## src/rtl/sd_defs.sv

```systemverilog
// Shared definitions for the SD block sequencer: FSM state encodings,
// default block size and watchdog limit, and address/count widths.
package sd_defs;

   localparam int SD_WORDS   = 256;   // 16-bit words per block
   localparam int SD_TIMEOUT = 4000;  // clk400 cycles without reader progress
   localparam int SD_ADDR_W  = 32;    // block address width
   localparam int SD_FILL_W  = 9;     // fill counter width, holds 0..SD_WORDS

   typedef enum logic [2:0] {
      ST_IDLE      = 3'd0,
      ST_START     = 3'd1,
      ST_WAIT_BUSY = 3'd2,
      ST_FILL      = 3'd3,
      ST_DONE      = 3'd4,
      ST_ERR       = 3'd5
   } sd_state_t;

endpackage

```

## src/rtl/sd_rr_arbiter.sv

```systemverilog
// Two-way round-robin arbiter for the shared reader/cache resource.
// On a tie the requester not served last wins; after reset req0 wins.
module sd_rr_arbiter (
   input  logic       clk400,
   input  logic       reset,
   input  logic       req0,
   input  logic       req1,
   input  logic       en,
   output logic [1:0] gnt
);

   // Index of the requester served last; reset to 1 so req0 wins the first tie.
   logic last_q;

   // One-hot grant, only while enabled (sequencer idle).
   always_comb begin
      gnt = 2'b00;
      if (en) begin
         if (req0 && req1) gnt = last_q ? 2'b01 : 2'b10;
         else if (req0)    gnt = 2'b01;
         else if (req1)    gnt = 2'b10;
      end
   end

   // Pointer follows each grant.
   always_ff @(posedge clk400) begin
      if (reset)     last_q <= 1'b1;
      else if (|gnt) last_q <= gnt[1];
   end

endmodule

```

## src/rtl/sd_block_sequencer.sv

```systemverilog
// SD block sequencer: grants one of two requesters, starts the card reader,
// counts cache write strobes to detect block completion and reports
// done/err to the owner. Optional watchdog enabled by macro SD_TIMEOUT_EN.
//
// Handshake: reqN is a level held until gntN; gntN is a one-cycle accept
// pulse in which blkN is captured. doneN is a one-cycle pulse to the owner,
// with err high in the same cycle when the fetch failed.
module sd_block_sequencer
   import sd_defs::*;
#(
   parameter int WORDS   = SD_WORDS,
   parameter int TIMEOUT = SD_TIMEOUT
) (
   input  logic                 clk400,
   input  logic                 reset,
   input  logic                 req0,
   input  logic                 req1,
   input  logic [SD_ADDR_W-1:0] blk0,
   input  logic [SD_ADDR_W-1:0] blk1,
   output logic                 gnt0,
   output logic                 gnt1,
   output logic                 done0,
   output logic                 done1,
   output logic                 err,
   output logic                 rdStart,
   output logic [SD_ADDR_W-1:0] rdBlock,
   input  logic                 rdBusy,
   input  logic                 writeCashe,
   output logic [SD_FILL_W-1:0] fillCount,
   output logic                 owner,
   output logic                 valid,
   output sd_state_t            state_dbg
);

   localparam logic [SD_FILL_W-1:0] WORDS_V = SD_FILL_W'(WORDS);

   sd_state_t state_q, state_d;
   logic [1:0] gnt_w;
   logic cnt_en;
   logic [SD_FILL_W-1:0] fill_next;
   logic wd_expire;

   sd_rr_arbiter u_arb (
      .clk400 (clk400),
      .reset  (reset),
      .req0   (req0),
      .req1   (req1),
      .en     (state_q == ST_IDLE),
      .gnt    (gnt_w)
   );

   // Writes count only while the reader may be filling; saturate at WORDS.
   assign cnt_en    = (state_q == ST_WAIT_BUSY) || (state_q == ST_FILL);
   assign fill_next = (cnt_en && writeCashe && fillCount != WORDS_V)
                      ? fillCount + SD_FILL_W'(1) : fillCount;
   assign state_dbg = state_q;

`ifdef SD_TIMEOUT_EN
   localparam int WD_W = $clog2(TIMEOUT + 1);
   logic [WD_W-1:0] wd_q;

   assign wd_expire = cnt_en && !writeCashe && (wd_q == WD_W'(TIMEOUT - 1));

   // Watchdog restarts on state entry and on every reader write.
   always_ff @(posedge clk400) begin
      if (reset)                                 wd_q <= '0;
      else if (state_d != state_q || writeCashe) wd_q <= '0;
      else if (cnt_en)                           wd_q <= wd_q + WD_W'(1);
   end
`else
   assign wd_expire = 1'b0;
`endif

   // State register.
   always_ff @(posedge clk400) begin
      if (reset) state_q <= ST_IDLE;
      else       state_q <= state_d;
   end

   // Next-state logic; a write coinciding with the busy fall is counted first.
   always_comb begin
      state_d = state_q;
      case (state_q)
         ST_IDLE:      if (|gnt_w) state_d = ST_START;
         ST_START:     state_d = ST_WAIT_BUSY;
         ST_WAIT_BUSY: begin
            if (wd_expire)   state_d = ST_ERR;
            else if (rdBusy) state_d = ST_FILL;
         end
         ST_FILL: begin
            if (!rdBusy)        state_d = (fill_next == WORDS_V) ? ST_DONE : ST_ERR;
            else if (wd_expire) state_d = ST_ERR;
         end
         ST_DONE:      state_d = ST_IDLE;
         ST_ERR:       state_d = ST_IDLE;
         default:      state_d = ST_IDLE;
      endcase
   end

   // Registered outputs: pulses, latched request data, fill count, valid.
   always_ff @(posedge clk400) begin
      if (reset) begin
         gnt0      <= 1'b0;
         gnt1      <= 1'b0;
         done0     <= 1'b0;
         done1     <= 1'b0;
         err       <= 1'b0;
         rdStart   <= 1'b0;
         rdBlock   <= '0;
         fillCount <= '0;
         owner     <= 1'b0;
         valid     <= 1'b0;
      end else begin
         gnt0    <= gnt_w[0];
         gnt1    <= gnt_w[1];
         rdStart <= (state_q == ST_START);
         done0   <= (state_q == ST_DONE || state_q == ST_ERR) && !owner;
         done1   <= (state_q == ST_DONE || state_q == ST_ERR) && owner;
         err     <= (state_q == ST_ERR);
         if (|gnt_w) begin
            rdBlock   <= gnt_w[1] ? blk1 : blk0;
            owner     <= gnt_w[1];
            fillCount <= '0;
            valid     <= 1'b0;
         end else if (cnt_en) begin
            fillCount <= fill_next;
         end
         if (state_q == ST_DONE) valid <= 1'b1;
      end
   end

endmodule
```

## config.mk

```make
export PLATFORM = sky130hd
export DESIGN_NAME = sd_block_sequencer
export DESIGN_NICKNAME = d
export VERILOG_FILES = /design/src/rtl/sd_defs.sv /design/src/rtl/sd_rr_arbiter.sv /design/src/rtl/sd_block_sequencer.sv
export SDC_FILE = /design/constraint.sdc
export NUM_CORES = 1
export LEC_CHECK = 0
export BUFFER_PORTS_ARGS = -buffer_cell sky130_fd_sc_hd__buf_2
export CAP_MARGIN = 20
export CORE_MARGIN = 5
export CORE_UTILIZATION = 25
export CTS_CLUSTER_DIAMETER = 150
export DETAILED_ROUTE_END_ITERATION = 8
export PLACE_DENSITY = 0.52
export SLEW_MARGIN = 20
export SYNTH_ARGS = -nofsm -noshare
export SYNTH_HDL_FRONTEND = slang
export SYNTH_SLANG_ARGS = --single-unit
```

## constraint.sdc

```tcl
create_clock -name clk400 -period 5 [get_ports clk400]
set_clock_uncertainty 0.15 [all_clocks]
set_input_delay 0.25 -clock clk400 [delete_from_list [all_inputs] [get_ports clk400]]
set_output_delay 0.25 -clock clk400 [all_outputs]
set_load 0.01 [all_outputs]
```

==> key figures, run 1 <==
Finish
  – Most flop-heavy register: rdBlock
  – Most common cell after layout, fill and taps aside: buf_2
  – Final-stage net count: 443
  – Layout Cells excl Fill: 500
  – # diodes: 0
  – Util after Layout: 34.4%
  – Max reg flops: 32
  – Share of cells above drive strength 1: between 30% and 40%
  – Commonest non-fill, non-tap cells in the layout: buf_2, nor2_1, dfxtp_1, mux2i_1, a211oi_1
  – Layout area overhead: 32.8%

Power and ir drop
  – Leak Pwr: 1.59 nW
  – Pwr dens: 386 nW/µm²
  – Tot Pwr: roughly 0.0012 W
  – Max IR drop VDD: 0.136 mV

Die
  – Core ar.: 9330 µm²
  – Die H: 108 µm
  – Die X: 108 µm
  – # IOs: 122
  – Starting Density: 25.9%
  – Row count: 35
  – DIE AREA: 11,700 µm²

Run
  – Max Cap Violations: 0

Setup path
  – CP max FO: 42
  – R2r setup slk: 2.75 ns
  – Crit path required time: about 5 ns
  – R2R Path Start: state_dbg[2]
  – Critical Path AT: 2.25 ns
  – Crit Reg-Reg Endpoint: rdBlock[21]
  – Crit path capture type: register
  – CP startpoint kind: register
  – Crit Path Class: reg2reg
  – Cells on worst reg2reg path: 5
  – Crit path max-delay cell type: nand3_2
  – Ordered cell list for the critical path: nor3_2 > nand3_2 > buf_4 > nor2_1 > a211oi_1
  – Crit-path max cell delay: 0.50 ns

Synthesis
  – Post-Synthesis Cell Area: approximately 2400 µm²
  – Synth Area per Inst: 9.25 µm²
  – Distinct cells, synth: 40
  – Mapped Cells: 261
  – Synth Area in Adders: 1.04%
  – Synth Area in XOR/XNOR: 3.63%
  – Combinational family with the most area after synthesis: simple AND/OR/NAND/NOR gates
  – Yosys warning count: 0
  – Number of enable flip-flop cells after synthesis: 0
  – Mux cell area share after synthesis: 14.5%
  – Syn nets: between 300 and 400
  – #FFs+latches synth: 53
  – Synth Flop Type: dfxtp_1
  – Synth Area in Compound Gates: around 14%
  – Register area share after synthesis: 44.0%
  – Post-Synth Simple-Gate Area: 17.8%
  – Async set or reset register ratio after synthesis: 0%

Clock network
  – CTS clk-pin slew, worst paths: 0.10 ns
  – Max clock buf depth: 2
  – Clk sinks: 53
  – Total CTS buffers: 5
  – Hold-fix buffers, CTS: 0
  – H-tree depth: 2
  – CTS tree: done
  – Resized cells post-CTS: 0
  – Worst-Skew Late Latency: 0.30 ns
  – CTS root buf: clkbuf_8
  – Setup Buffers After CTS: 0

Place
  – Final HPWL DP: 4.72 mm
  – Pre-CTS setup slack: 2.73 ns
  – Placed insts: approximately 490
  – IO Port Bufs: 121
  – GP Congestion: 0.729

Timing
  – Fin. Hold Viols: 0
  – Final Max Tran Viols: 0
  – Final WS setup: 2.75 ns
  – Slew margin rel.: 43.9%
  – Fin crit period: roughly 2.2 ns
  – Final setup violation count: 0
  – Setup TNS: 0 ns
  – Slew @ Worst Pin: 0.841 ns
  – Final period util: 44.9%
  – RSZ-0062 raised after global routing: false
  – Fmax: 445 MHz

Detailed routing
  – Avg WL per Cell: 13.1 µm
  – DR pass1 iterations: 4
  – Total length of routed wires: approximately 6.6 mm
  – Residual DRC: 0
  – DRT antenna net count: 0
  – Drt via density: 4.56
  – Via Count: 2,278
  – 1st-iter DRT viols: 57

Min path
  – HP Start: blk1[3]
  – WHS Path Cells: 3
  – Hold Path End: rdBlock[3]
  – Hold crit path type: in2reg

GRT
  – Global-route usage over all layers: 11.6%
  – First-pass GRT wire length: 10.9 mm
  – Vias in the first global route: 2,286
  – Largest net degree at the start of global routing: 44
  – Grt ovf: 0
  – Initial antenna violation count: 0

Run status
  – Status: completed
-- synthesized netlist by cell type (2+ instances only) --
master / count / area share (%)
nand4b_1: 2 / 0.73
and3_1: 2 / 0.52
inv_1: 4 / 0.62
mux2i_1: 35 / 15
ha_1: 2 / 1.0
nand4_1: 3 / 0.78
clkbuf_1: 10 / 1.6
buf_4: 2 / 0.62
xor2_1: 5 / 1.8
nand3_1: 4 / 0.83
nor2_1: 54 / 8.4
a211oi_1: 32 / 10
buf_2: 5 / 1.0
nor4_1: 5 / 1.3
or2_1: 2 / 0.52
a21oi_1: 4 / 0.83
buf_6: 2 / 0.93
dfxtp_1: 53 / 44
nand2b_1: 3 / 0.78
nand2_1: 7 / 1.1
xnor2_1: 5 / 1.8
o21ai_0: 2 / 0.41
-- worst max path at each step --
stage / start / end / slack, ns / cells past startpoint
4_1_cts: state_dbg[2] / rdBlock[21] / 2.71 / 5
6_report: state_dbg[2] / rdBlock[21] / 2.75 / 5
5_1_grt: state_dbg[2] / rdBlock[28] / 2.47 / 5
3_3_place_gp: state_dbg[2] / rdBlock[18] / 2.81 / 5
2_1_floorplan: fillCount[0] / state_dbg[0] / 3.12 / 7
3_5_place_dp: state_dbg[2] / rdBlock[21] / 2.73 / 5
-- power by group --
group          switching [W]  leakage, nW  internal, W
Sequential         0.0000491        0.435     0.000498
Combinational       0.000222         1.10     0.000184
Clock               0.000139       0.0540     0.000146
Total               0.000410         1.59     0.000828
-- layout make-up --
cell class	instances	area, µm²
Clock buffer	5	68.8
Clock inverter	2	35.0
Fill cell	1012	6120
Inverter	4	15.0
Multi-Input combinational cell	184	1240
Sequential cell	53	1060
Tap cell	129	161
Timing Repair Buffer	123	621
-- critical path: cells and delay by family (launching register included) --
family / cells / cell delay, ns
simple gates: 3 / 1.00
compound gates: 1 / 0.06
flops: 1 / 0.43
buf+inv: 1 / 0.46
-- layer usage --
layer / vias up / part of all wire [%] / track usage, %
met3: 7 / 8.3 / 4.00
met2: 83 / 45 / 18.2
met5: - / 0 / 0
li1: 1147 / - / -
met4: 0 / 1.4 / 3.25
met1: 1041 / 46 / 15.0
-- per-stage QoR --
step           hold WS [ns]  cell area [µm²]
3_5_place_dp          0.305             3100
3_3_place_gp          0.299             3100
4_1_cts              0.0556             3210
6_report             0.0718             3210
2_1_floorplan         0.283             2410
5_1_grt              0.0572             3210
-- kinds of logic (layout without fill, tap and decap cells) --
family	Yosys count	in the layout
adder cells (fa/ha/maj)	2	2
buffers and inverters	24	134
XOR/XNOR	10	10
flip-flops	53	53
multiplexers	35	35
AO/OA/AOI/OAI	47	47
AND/OR/NAND/NOR	90	90
Power figures use the tool's default switching activity.
==> run 2: changes to the inputs <==
==> constraint.sdc (replaced) <==
create_clock -name clk400 -period 2.1 [get_ports clk400]
set_clock_uncertainty 0.15 [all_clocks]
set_input_delay 0.105 -clock clk400 [delete_from_list [all_inputs] [get_ports clk400]]
set_output_delay 0.105 -clock clk400 [all_outputs]
set_load 0.01 [all_outputs]
==> key figures, run 2 (synthesized netlist as in run 1, its figures left out) <==
Setup path
  – R2r setup slk: roughly 0.15 ns
  – CP max FO: 6
  – Crit path capture type: register
  – CP startpoint kind: register
  – Crit path required time: 2.14 ns
  – Ordered cell list for the critical path: ha_1 > and4_1 > xor2_1 > o31a_1 > nor4_1 > o21ai_1
  – Crit path max-delay cell type: dfxtp_1
  – Crit-path max cell delay: roughly 0.43 ns
  – Critical Path AT: approximately 2.0 ns
  – Crit Path Class: reg2reg

Finish
  – # diodes: 0
  – Area occupied by multi-input gates: between 1000 and 1500 µm²
  – Most common cell after layout, fill and taps aside: buf_2
  – Commonest non-fill, non-tap cells in the layout: buf_2, dlygate4sd3_1, nor2_1, dfxtp_1, mux2i_1
  – Max reg flops: 32
  – Layout Cells excl Fill: 568
  – Final instance area: 3870 µm²
  – Share of cells above drive strength 1: between 30% and 40%
  – Reg area: 1060 µm²
  – Most flop-heavy register: rdBlock
  – Final-stage net count: a little over 500
  – # fillers: 927
  – Layout area overhead: 60.2%

Detailed routing
  – Residual DRC: 0
  – Avg WL per Cell: 13.1 µm
  – Drt via density: about 4.5
  – DR pass1 iterations: 4
  – DRT antenna net count: 0
  – Via Count: 2,558
  – Total length of routed wires: 7.42 mm
  – 1st-iter DRT viols: 45

Timing
  – Setup TNS: 0 ns
  – Fin crit period: 1.95 ns
  – Final period util: about 93%
  – Slew @ Worst Pin: 0.527 ns
  – Final Max Tran Viols: 0
  – Final setup violation count: 0
  – Fmax: 513 MHz
  – RSZ-0062 raised after global routing: false
  – Fin. Hold Viols: 0
  – Slew margin rel.: 64.9%

Die
  – Core ar.: ~9300 µm²
  – Row count: 35
  – Die H: around 110 µm
  – DIE AREA: ~12,000 µm²
  – # IOs: between 100 and 150
  – Die X: about 110 µm
  – Starting Density: 25.9%

Place
  – Final HPWL DP: 5.02 mm
  – IO Port Bufs: 121
  – Placed insts: 499
  – GP Congestion: approximately 0.76
  – Placed inst area: 3150 µm²

Power and ir drop
  – Pwr dens: around 770 nW/µm²
  – Tot Pwr: 0.00299 W
  – Cell-internal power: 0.00198 W
  – Sequential share of power: a little over two fifths
  – Leak Pwr: 1.87 nW
  – Net Switching: 0.00101 W
  – Max IR drop VDD: 0.335 mV
  – Clock power frac: 19.6%
  – Sw Share: around a third
  – Gate power share: 36.6%

Run
  – Max Cap Violations: 0

GRT
  – Initial antenna violation count: 0
  – Global-route usage over all layers: 12.6%
  – Vias in the first global route: 2,605
  – Grt ovf: 0
  – First-pass GRT wire length: 12.1 mm
  – Largest net degree at the start of global routing: 35

Min path
  – Hold crit path type: in2reg

Clock network
  – Max clock buf depth: 2
  – CTS tree: done
  – CTS clk-pin slew, worst paths: ~0.1 ns
  – Setup Buffers After CTS: 0
  – Worst-Skew Late Latency: 0.29 ns
  – CTS root buf: clkbuf_8
  – Clk sinks: 53
  – H-tree depth: 2
  – Total CTS buffers: 5

Run status
  – Status: completed
-- run 2: changes by cell type in the layout (fill, tap and decap cells not counted), sizes merged --
cell         previous run  this run
clkbuf                  5         6
clkinvlp                0         1
dlygate4sd3             0        62
buf                   123       129
clkinv                  1         0
bufinv                  1         0
-- run 2: critical path: cells and delay by family (launching register included) --
| family | cells | cell delay (ns) |
|---|---|---|
| compound gates | 2 | 0.35 |
| xor+xnor | 1 | 0.08 |
| fa+ha+maj | 1 | 0.27 |
| flops | 1 | 0.43 |
| simple gates | 2 | 0.56 |
-- run 2: area by class of cell --
class / instances / share of cell area [%]
well taps: 129 / 4.17
clock buffers: 6 / 2.14
flip-flops and latches: 53 / 27.5
inverters: 4 / 0.388
clock inverters: 1 / 0.194
multi-input cells: 184 / 32.3
repair buffers: 191 / 33.3
-- run 2: through the flow --
| stage | worst slack, ns | utilization [%] | hold slack, ns |
|---|---|---|---|
| after CTS | 0.0844 | 41.4 | 0.000684 |
| after global placement | 0.169 | 33.7 | 0.244 |
| after global routing | 0.0404 | 41.5 | 0.0219 |
| final | 0.150 | 41.5 | 0.00590 |
| after floorplan | 0.225 | - | 0.138 |
| after detailed placement | 0.0965 | 33.7 | 0.249 |
-- run 2: worst paths after layout --
kind	startpoint	to	depth (start not counted)
min	blk0[24]	rdBlock[24]	3
min reg2reg	owner	done0	1
max reg2reg	fillCount[1]	state_dbg[0]	6
max	fillCount[1]	state_dbg[0]	6
-- run 2: what timing repair did --
action                                 in CTS  in global routing
endpoints found under the hold margin      34                  0
setup endpoints to repair                   0                  9
gates resized for setup                     0                  4
hold buffers                               62                  0
-- run 2: power groups by stage --
stage               combinational, W  sequential [W]  clock [W]
CTS                          0.00110         0.00130   0.000630
global route                 0.00121         0.00134   0.000659
global placement             0.00100         0.00132          0
finish                       0.00110         0.00131   0.000587
floorplan                   0.000586         0.00139          0
detailed placement           0.00101         0.00132          0
-- run 2: metal layers --
metal / wire (µm) / global-route usage, % / vias up
li1: - / - / 1276
met1: 2910 / 14.2 / 1183
met2: 3820 / 23.5 / 91
met3: 611 / 3.40 / 8
met4: 83 / 3.16 / 0
met5: 0 / 0 / -
